## config.mk

```make
export PLATFORM = sky130hd
export DESIGN_NAME = bn_param_feeder_flat
export DESIGN_NICKNAME = d
export VERILOG_FILES = /design/src/rtl/bn_param_feeder_if.sv /design/src/rtl/bn_param_feeder.sv /design/src/flat_wrapper.sv
export SDC_FILE = /design/constraint.sdc
export NUM_CORES = 2
export LEC_CHECK = 0
export BUFFER_PORTS_ARGS = -buffer_cell sky130_fd_sc_hd__buf_2
export CAP_MARGIN = 25
export CELL_PAD_IN_SITES_DETAIL_PLACEMENT = 0
export CELL_PAD_IN_SITES_GLOBAL_PLACEMENT = 2
export CORE_MARGIN = 5
export CORE_UTILIZATION = 46
export CTS_CLUSTER_SIZE = 28
export DETAILED_ROUTE_END_ITERATION = 12
export PLACE_DENSITY = 0.81
export SLEW_MARGIN = 20
export SYNTH_ARGS = -nofsm -noshare
export SYNTH_HDL_FRONTEND = slang
export SYNTH_SLANG_ARGS = --single-unit
```

## constraint.sdc

```tcl
create_clock -name i_sclk -period 6.9 [get_ports i_sclk]
set_input_delay 1.035 -clock i_sclk [delete_from_list [all_inputs] [get_ports i_sclk]]
set_output_delay 1.035 -clock i_sclk [all_outputs]
set_load 0.005 [all_outputs]
```

## src/rtl/bn_param_feeder_if.sv

```systemverilog
// Load-stream and accumulator-stream bundle for bn_param_feeder.
interface bn_param_feeder_if #(
   parameter int unsigned WIDTH_D = 29,
   parameter int unsigned WIDTH_A = 10,
   parameter int unsigned WIDTH_B = 10,
   parameter int unsigned ADDR_W  = 6
);
   logic                      i_cfg_start;
   logic                      i_cfg_valid;
   logic                      i_cfg_last;
   logic signed [WIDTH_A-1:0] i_cfg_a;
   logic signed [WIDTH_B-1:0] i_cfg_b;
   logic                      o_cfg_ready;
   logic [ADDR_W:0]           i_ch_num;
   logic                      i_vsync;
   logic                      i_hsync;
   logic                      i_reuse;
   logic                      i_valid;
   logic signed [WIDTH_D-1:0] i_tdata;
   logic                      o_vsync;
   logic                      o_hsync;
   logic                      o_reuse;
   logic                      o_valid;
   logic signed [WIDTH_D-1:0] o_tdata;
   logic signed [WIDTH_A-1:0] o_bn_a;
   logic signed [WIDTH_B-1:0] o_bn_b;
   logic                      o_ready;
   logic                      o_err;

   modport master (
      output i_cfg_start, i_cfg_valid, i_cfg_last, i_cfg_a, i_cfg_b, i_ch_num,
             i_vsync, i_hsync, i_reuse, i_valid, i_tdata,
      input  o_cfg_ready, o_vsync, o_hsync, o_reuse, o_valid, o_tdata,
             o_bn_a, o_bn_b, o_ready, o_err
   );

   modport slave (
      input  i_cfg_start, i_cfg_valid, i_cfg_last, i_cfg_a, i_cfg_b, i_ch_num,
             i_vsync, i_hsync, i_reuse, i_valid, i_tdata,
      output o_cfg_ready, o_vsync, o_hsync, o_reuse, o_valid, o_tdata,
             o_bn_a, o_bn_b, o_ready, o_err
   );
endinterface

```

## src/rtl/bn_param_feeder.sv

```systemverilog
// Per-channel BN coefficient table: loaded over a beat stream, replayed aligned to the accumulator stream.
// Optional BN_DOUBLE_BUF_EN: shadow/active banks, completed loads swap in on the next i_vsync.
module bn_param_feeder #(
   parameter int unsigned WIDTH_D = 29,
   parameter int unsigned WIDTH_A = 10,
   parameter int unsigned WIDTH_B = 10,
   parameter int unsigned CH_MAX  = 64,
   parameter int unsigned ADDR_W  = 6
) (
   input  logic             i_sclk,
   input  logic             i_rst,
   bn_param_feeder_if.slave bus
);
   localparam logic [ADDR_W:0] CH_MAX_W = (ADDR_W+1)'(CH_MAX);
`ifdef BN_DOUBLE_BUF_EN
   localparam int unsigned MEM_AW = ADDR_W + 1;
`else
   localparam int unsigned MEM_AW = ADDR_W;
`endif
   localparam int unsigned MEM_D = 2**MEM_AW;

   typedef enum logic [1:0] {ST_IDLE = 2'd0, ST_LOAD = 2'd1, ST_READY = 2'd2} state_t;

   state_t                    state_q, state_d;
   logic [ADDR_W:0]           wr_cnt_q, wr_cnt_d;
   logic                      ready_q, ready_d;
   logic                      cfg_ready_q;
   logic                      err_q, err_d;
   logic                      wr_en_c, load_done_c, drop_c;
`ifdef BN_DOUBLE_BUF_EN
   logic                      act_q, act_d;
   logic                      pend_q, pend_d;
`endif
   logic                      sync_c;
   logic [ADDR_W:0]           ch_last_c;
   logic [ADDR_W-1:0]         ch_idx_q, ch_idx_d, rd_idx_c;
   logic [MEM_AW-1:0]         wr_addr_c, rd_addr_c;
   logic signed [WIDTH_A-1:0] mem_a [MEM_D];
   logic signed [WIDTH_B-1:0] mem_b [MEM_D];
   logic                      vsync_q, hsync_q, reuse_q, valid_q;
   logic signed [WIDTH_D-1:0] tdata_q;
   logic signed [WIDTH_A-1:0] bn_a_q;
   logic signed [WIDTH_B-1:0] bn_b_q;

   // Load FSM: next state, write strobe, table-ready and error tracking
   always_comb begin
      state_d     = state_q;
      wr_cnt_d    = wr_cnt_q;
      wr_en_c     = 1'b0;
      load_done_c = 1'b0;
      drop_c      = 1'b0;
      unique case (state_q)
         ST_IDLE: begin
            if (bus.i_cfg_start) begin
               state_d  = ST_LOAD;
               wr_cnt_d = '0;
            end
         end
         ST_LOAD: begin
            if (bus.i_cfg_start) begin
               wr_cnt_d = '0;
            end else if (bus.i_cfg_valid) begin
               if (wr_cnt_q < CH_MAX_W) begin
                  wr_en_c  = 1'b1;
                  wr_cnt_d = wr_cnt_q + 1'b1;
               end else begin
                  drop_c = 1'b1;
               end
               if (bus.i_cfg_last) begin
                  state_d     = ST_READY;
                  load_done_c = 1'b1;
               end
            end
         end
         ST_READY: begin
            if (bus.i_cfg_start) begin
               state_d  = ST_LOAD;
               wr_cnt_d = '0;
            end
         end
         default: state_d = ST_IDLE;
      endcase
`ifdef BN_DOUBLE_BUF_EN
      ready_d = ready_q | load_done_c;
      act_d   = act_q;
      pend_d  = pend_q;
      // First table goes live at once; later ones wait for a frame boundary outside a load
      if (load_done_c) begin
         if (!ready_q) act_d = ~act_q;
         else          pend_d = 1'b1;
      end else if (pend_q && bus.i_vsync && (state_q != ST_LOAD)) begin
         act_d  = ~act_q;
         pend_d = 1'b0;
      end
`else
      ready_d = (state_d == ST_READY);
`endif
      err_d = err_q | drop_c | (bus.i_valid & ~ready_q);
   end

   // Channel index: sync clears (priority), valid beats advance and wrap at i_ch_num-1
   assign sync_c    = bus.i_vsync | bus.i_hsync;
   assign ch_last_c = bus.i_ch_num - 1'b1;
   assign rd_idx_c  = sync_c ? '0 : ch_idx_q;

   always_comb begin
      ch_idx_d = ch_idx_q;
      if (sync_c) begin
         ch_idx_d = '0;
      end else if (bus.i_valid) begin
         ch_idx_d = ({1'b0, ch_idx_q} == ch_last_c) ? '0 : ch_idx_q + 1'b1;
      end
   end

`ifdef BN_DOUBLE_BUF_EN
   assign wr_addr_c = {~act_q, wr_cnt_q[ADDR_W-1:0]};
   assign rd_addr_c = {act_q, rd_idx_c};
`else
   assign wr_addr_c = wr_cnt_q[ADDR_W-1:0];
   assign rd_addr_c = rd_idx_c;
`endif

   // Table storage is deliberately outside reset so contents survive i_rst
   always_ff @(posedge i_sclk) begin
      if (wr_en_c) begin
         mem_a[wr_addr_c] <= bus.i_cfg_a;
         mem_b[wr_addr_c] <= bus.i_cfg_b;
      end
   end

   always_ff @(posedge i_sclk or posedge i_rst) begin
      if (i_rst) begin
         state_q     <= ST_IDLE;
         wr_cnt_q    <= '0;
         ready_q     <= 1'b0;
         cfg_ready_q <= 1'b0;
         err_q       <= 1'b0;
         ch_idx_q    <= '0;
         vsync_q     <= 1'b0;
         hsync_q     <= 1'b0;
         reuse_q     <= 1'b0;
         valid_q     <= 1'b0;
         tdata_q     <= '0;
         bn_a_q      <= '0;
         bn_b_q      <= '0;
`ifdef BN_DOUBLE_BUF_EN
         act_q       <= 1'b0;
         pend_q      <= 1'b0;
`endif
      end else begin
         state_q     <= state_d;
         wr_cnt_q    <= wr_cnt_d;
         ready_q     <= ready_d;
         cfg_ready_q <= (state_d == ST_LOAD);
         err_q       <= err_d;
         ch_idx_q    <= ch_idx_d;
         vsync_q     <= bus.i_vsync;
         hsync_q     <= bus.i_hsync;
         reuse_q     <= bus.i_reuse;
         valid_q     <= bus.i_valid;
         tdata_q     <= bus.i_tdata;
         bn_a_q      <= ready_q ? mem_a[rd_addr_c] : '0;
         bn_b_q      <= ready_q ? mem_b[rd_addr_c] : '0;
`ifdef BN_DOUBLE_BUF_EN
         act_q       <= act_d;
         pend_q      <= pend_d;
`endif
      end
   end

   assign bus.o_cfg_ready = cfg_ready_q;
   assign bus.o_ready     = ready_q;
   assign bus.o_err       = err_q;
   assign bus.o_vsync     = vsync_q;
   assign bus.o_hsync     = hsync_q;
   assign bus.o_reuse     = reuse_q;
   assign bus.o_valid     = valid_q;
   assign bus.o_tdata     = tdata_q;
   assign bus.o_bn_a      = bn_a_q;
   assign bus.o_bn_b      = bn_b_q;
endmodule

```

## src/flat_wrapper.sv

```systemverilog
// flat-port wrapper written by rule: the top's interface ports become plain ports
module bn_param_feeder_flat 
#(
   parameter int unsigned WIDTH_D = 29,
   parameter int unsigned WIDTH_A = 10,
   parameter int unsigned WIDTH_B = 10,
   parameter int unsigned CH_MAX  = 64,
   parameter int unsigned ADDR_W  = 6
)
  (i_sclk, i_rst, bus_i_cfg_start, bus_i_cfg_valid, bus_i_cfg_last, bus_i_cfg_a, bus_i_cfg_b, bus_i_ch_num, bus_i_vsync, bus_i_hsync, bus_i_reuse, bus_i_valid, bus_i_tdata, bus_o_cfg_ready, bus_o_vsync, bus_o_hsync, bus_o_reuse, bus_o_valid, bus_o_tdata, bus_o_bn_a, bus_o_bn_b, bus_o_ready, bus_o_err);
  bn_param_feeder_if #(.WIDTH_D(WIDTH_D), .WIDTH_A(WIDTH_A), .WIDTH_B(WIDTH_B), .ADDR_W(ADDR_W)) bus_i ();
  input  logic i_sclk;
  input  logic i_rst;
  input wire logic [$bits(bus_i.i_cfg_start)-1:0] bus_i_cfg_start;
  input wire logic [$bits(bus_i.i_cfg_valid)-1:0] bus_i_cfg_valid;
  input wire logic [$bits(bus_i.i_cfg_last)-1:0] bus_i_cfg_last;
  input wire logic [$bits(bus_i.i_cfg_a)-1:0] bus_i_cfg_a;
  input wire logic [$bits(bus_i.i_cfg_b)-1:0] bus_i_cfg_b;
  input wire logic [$bits(bus_i.i_ch_num)-1:0] bus_i_ch_num;
  input wire logic [$bits(bus_i.i_vsync)-1:0] bus_i_vsync;
  input wire logic [$bits(bus_i.i_hsync)-1:0] bus_i_hsync;
  input wire logic [$bits(bus_i.i_reuse)-1:0] bus_i_reuse;
  input wire logic [$bits(bus_i.i_valid)-1:0] bus_i_valid;
  input wire logic [$bits(bus_i.i_tdata)-1:0] bus_i_tdata;
  output wire logic [$bits(bus_i.o_cfg_ready)-1:0] bus_o_cfg_ready;
  output wire logic [$bits(bus_i.o_vsync)-1:0] bus_o_vsync;
  output wire logic [$bits(bus_i.o_hsync)-1:0] bus_o_hsync;
  output wire logic [$bits(bus_i.o_reuse)-1:0] bus_o_reuse;
  output wire logic [$bits(bus_i.o_valid)-1:0] bus_o_valid;
  output wire logic [$bits(bus_i.o_tdata)-1:0] bus_o_tdata;
  output wire logic [$bits(bus_i.o_bn_a)-1:0] bus_o_bn_a;
  output wire logic [$bits(bus_i.o_bn_b)-1:0] bus_o_bn_b;
  output wire logic [$bits(bus_i.o_ready)-1:0] bus_o_ready;
  output wire logic [$bits(bus_i.o_err)-1:0] bus_o_err;
  assign bus_i.i_cfg_start = bus_i_cfg_start;
  assign bus_i.i_cfg_valid = bus_i_cfg_valid;
  assign bus_i.i_cfg_last = bus_i_cfg_last;
  assign bus_i.i_cfg_a = bus_i_cfg_a;
  assign bus_i.i_cfg_b = bus_i_cfg_b;
  assign bus_i.i_ch_num = bus_i_ch_num;
  assign bus_i.i_vsync = bus_i_vsync;
  assign bus_i.i_hsync = bus_i_hsync;
  assign bus_i.i_reuse = bus_i_reuse;
  assign bus_i.i_valid = bus_i_valid;
  assign bus_i.i_tdata = bus_i_tdata;
  assign bus_o_cfg_ready = bus_i.o_cfg_ready;
  assign bus_o_vsync = bus_i.o_vsync;
  assign bus_o_hsync = bus_i.o_hsync;
  assign bus_o_reuse = bus_i.o_reuse;
  assign bus_o_valid = bus_i.o_valid;
  assign bus_o_tdata = bus_i.o_tdata;
  assign bus_o_bn_a = bus_i.o_bn_a;
  assign bus_o_bn_b = bus_i.o_bn_b;
  assign bus_o_ready = bus_i.o_ready;
  assign bus_o_err = bus_i.o_err;
  bn_param_feeder #(.WIDTH_D(WIDTH_D), .WIDTH_A(WIDTH_A), .WIDTH_B(WIDTH_B), .CH_MAX(CH_MAX), .ADDR_W(ADDR_W)) u_core (.i_sclk(i_sclk), .i_rst(i_rst), .bus(bus_i));
endmodule
```

==> impl_summary.txt <==
----------------------------------------------------
[Run status]
  Result of the run ... finished, final reports clean

[Logic synthesis]
  Post-Syn Nets ... 3295
  Primary FF master, synth ... sky130_fd_sc_hd__edfxtp_1
  Yosys warnings ... 0
  Count of distinct cell types in the synthesized netlist ... 60
  Synthesized instance count ... 3227
  Asr flop ratio synth ... 0.05255
  Mean instance size in the synthesized netlist ... 16.32 µm²
  Cell area after synthesis ... 52650 µm²
  Portion of the post-synthesis area used by sequential elements ... 0.7638
  Flops & latches, synth ... 1351
  Number of enable flip-flop cells after synthesis ... 1280

[STA]
  Setup TNS after final layout ... 0 ns
  Least setup slack across all paths after layout ... 2.453 ns
  Highest achievable clock rate ... 0.2249 GHz
  Largest clock skew in the final design ... 0.02734 ns
  Final cycle utilization of the critical path ... 0.6445
  Worst slew slack as a fraction of its limit ... 0.2444
  Unrepaired setup endpoints after global routing ... no
  Total count of hold-check failures in the final report ... 0
  Min cycle time layout ... 4.447 ns
  Number of max-slew violations in the final report ... 0
  Slew of the pin with the lowest slew margin ... 1.133 ns
  Final setup fails ... 0

[Global routing]
  Antenna violations before repair ... 9
  Overall track demand over capacity in global routing ... 0.2545
  Via count of the first global-routing pass ... 30.81k
  Pin count of the biggest net entering global routing ... 158
  First-pass GRT wire length ... 224900 µm
  Congestion Overflow GR ... 0

[Setup path]
  Slack of the worst reg-to-reg path ... 2.45 ns
  Critical Path Start ... u_core.ch_idx_q[0]
  R2R Path End ... u_core.bus.o_bn_a[9]
  Timing endpoint of the critical path ... u_core.bus.o_bn_a[9]
  R2R depth ... 8
  CP Capture Type ... flop
  Critical path launch point type ... flop
  Worst flop-to-flop path startpoint ... u_core.ch_idx_q[0]
  Critical path type ... reg2reg
  Max Fanout on Critical Path ... 66
  Required time reported for the critical path endpoint ... 7.57 ns
  Arrival time at the worst endpoint ... 5.12 ns

[Clocking]
  TritonCTS buffer count ... 139
  Post-CTS setup buffer count ... 0
  Clock tree from TritonCTS ... done
  Clock transition at the registers of the reported paths ... 0.06 ns
  Clock sink count ... 1351
  Maximum root-to-sink buffer count ... 3
  Hold buffers post-CTS ... 0
  Root Buffer Master ... sky130_fd_sc_hd__clkbuf_16
  CTS H-Tree Depth ... 4
  Post-cts resize count ... 0
  Clock insertion delay at the later pin of the skew report ... 0.75 ns

[Floorplan]
  Placeable core region ... 114000 µm²
  Placement row count ... 124
  Starting density of the core ... 0.4617
  Vertical die dimension ... 348.3 µm
  Number of placed I/O pins ... 121
  Area of the die ... 121300 µm²
  Overall die width ... 348.3 µm

[Placement]
  Number of port buffers ... 120
  DP Wirelength ... 91150 µm
  Routability-driven placement congestion ratio ... 0.9077
  Worst slack after detailed placement ... 2.157 ns

[Detailed routing]
  Final routed wirelength across all metal layers ... 157200 µm
  DR vias/cell ... 6.362
  Number of antenna-violating nets in the routed design ... 0
  Number of DRC markers in iteration 0 ... 4378
  Average detailed-routed wire length per instance ... 31.51 µm
  TritonRoute pass-1 iters ... 9
  Detailed-route DRC error count ... 0
  Via total after detailed routing ... 31.74k

[Run]
  Max capacitance violation total ... 0

[Power]
  Largest vdd supply drop ... 0.2123 mV
  Static leakage ... 18.81 nW
  Total power divided by cell area ... 282.2 nW/µm²

[Final layout]
  Filler cell count in the final layout ... 9169
  Share of final-layout standard cells stronger than drive strength 1 ... 0.1721
  Most common cell after layout, fill and taps aside ... sky130_fd_sc_hd__edfxtp_1
  Net count reported at finish ... 3434
  Utilization after layout ... 0.5255
  Area added between synthesis and finish ... 13.82%
  Top library cells by usage in the layout, fill and taps aside ... sky130_fd_sc_hd__edfxtp_1, sky130_fd_sc_hd__mux2i_1, sky130_fd_sc_hd__nor2_1, sky130_fd_sc_hd__nand2_1, sky130_fd_sc_hd__clkbuf_16

[Hold path]
  Classification of the worst-slack hold path ... in2async

----------------------------------------------------
==> how the worst min path moves through the flow <==
stage / startpoint / end / depth (start not counted) / slack (ns)
final: i_rst / u_core.bus.o_tdata[28] / 2 / 0.21
after global routing: i_rst / u_core.bus.o_tdata[3] / 2 / 0.19
after CTS: i_rst / u_core.bus.o_tdata[28] / 2 / 0.16
after detailed placement: u_core.bus.o_err / u_core.bus.o_err / 2 / 0.54
after global placement: u_core.bus.o_err / u_core.bus.o_err / 2 / 0.55
after floorplan: u_core.bus.o_err / u_core.bus.o_err / 2 / 0.47
==> worst max-delay path: stages, from the launching register on <==
cell,delay (ns)
sky130_fd_sc_hd__dfrtp_4,0.69
sky130_fd_sc_hd__buf_4,0.44
sky130_fd_sc_hd__o21ai_4,0.24
sky130_fd_sc_hd__buf_4,0.59
sky130_fd_sc_hd__buf_4,0.85
sky130_fd_sc_hd__a221o_1,0.28
sky130_fd_sc_hd__o22ai_1,0.15
sky130_fd_sc_hd__o21ai_0,0.76
sky130_fd_sc_hd__o2111a_1,0.34
==> final cells by class <==
class                      instances  area (µm²)  area share
clock buffer                     177        3737     0.06236
inverter                          10       38.79   0.0006472
timing repair buffer             231        1675     0.02796
sequential                      1351       40220      0.6712
tap                             1512        1892     0.03157
antenna                            1       2.502  0.00004176
multi-input combinational       1633       11750      0.1960
clock inverter                    73       611.8     0.01021
==> Yosys cell counts, drive strengths merged, types with 20 or more instances <==
library cell | count | area [µm²]
edfxtp | 1280 | 38440
nor2 | 264 | 996.0
mux2i | 200 | 2002
nand2 | 158 | 593.1
clkbuf | 150 | 563.0
o221ai | 98 | 858.3
o211ai | 97 | 728.2
o21ai | 87 | 435.4
mux2 | 84 | 945.9
buf | 83 | 430.4
a21oi | 73 | 365.4
dfrtp | 71 | 1777
a31oi | 65 | 406.6
nor2b | 62 | 387.9
and3 | 41 | 256.5
a221o | 39 | 390.4
a222oi | 38 | 380.4
a311oi | 38 | 332.8
nand3 | 35 | 175.2
o22ai | 27 | 175.2
a221oi | 25 | 219.0
a211oi | 23 | 172.7
a2111oi | 20 | 181.4
==> metal layers <==
metal | routed length [µm] | vias to the layer above | GRT usage | share of wire
met1 | 63040 | 16400 | 0.3598 | 0.40
li1 | - | 13270 | - | -
met4 | 6337 | 2 | 0.09567 | 0.040
met5 | 14 | - | 0 | 0.000089
met2 | 71530 | 1785 | 0.3866 | 0.46
met3 | 16260 | 280 | 0.06194 | 0.10
==> state kept, by name, summed over array words and instances, names as in the netlist, 2 cells and up <==
register	cells
u_core.mem_a	640
u_core.ch_idx_q	6
u_core.wr_cnt_q	7
u_core.bus.o_bn_b	10
u_core.bus.o_tdata	29
u_core.state_q	2
u_core.bus.o_bn_a	10
u_core.mem_b	640
==> power breakdown <==
part / internal, mW / switching [mW] / leakage (nW)
Combinational: 0.169 / 0.496 / 4.28
Sequential: 9.02 / 0.0326 / 12.4
Clock: 4.08 / 3.11 / 2.14
==> stage by stage <==
step                std cells  total power, mW  hold slack (ns)  instance area (µm²)
detailed placement       4722            9.876           0.5397                55340
global route             4987            17.38           0.1900                59930
CTS                      4972            16.99           0.1616                59680
global placement         4710            9.842           0.5523                55020
finish                   4988            16.91           0.2072                59930
floorplan                3227            9.470           0.4653                52650
==> kinds of logic after synthesis <==
group | count (synthesis) | synth area share
flip-flops | 1351 | 0.7638
multiplexers | 284 | 0.05599
XOR/XNOR | 9 | 0.001497
buffers and inverters | 243 | 0.01958
AO/OA/AOI/OAI | 738 | 0.1071
AND/OR/NAND/NOR | 599 | 0.05133
adder cells (fa/ha/maj) | 3 | 0.0007130
Note: power is estimated with default switching activity, not from simulation.
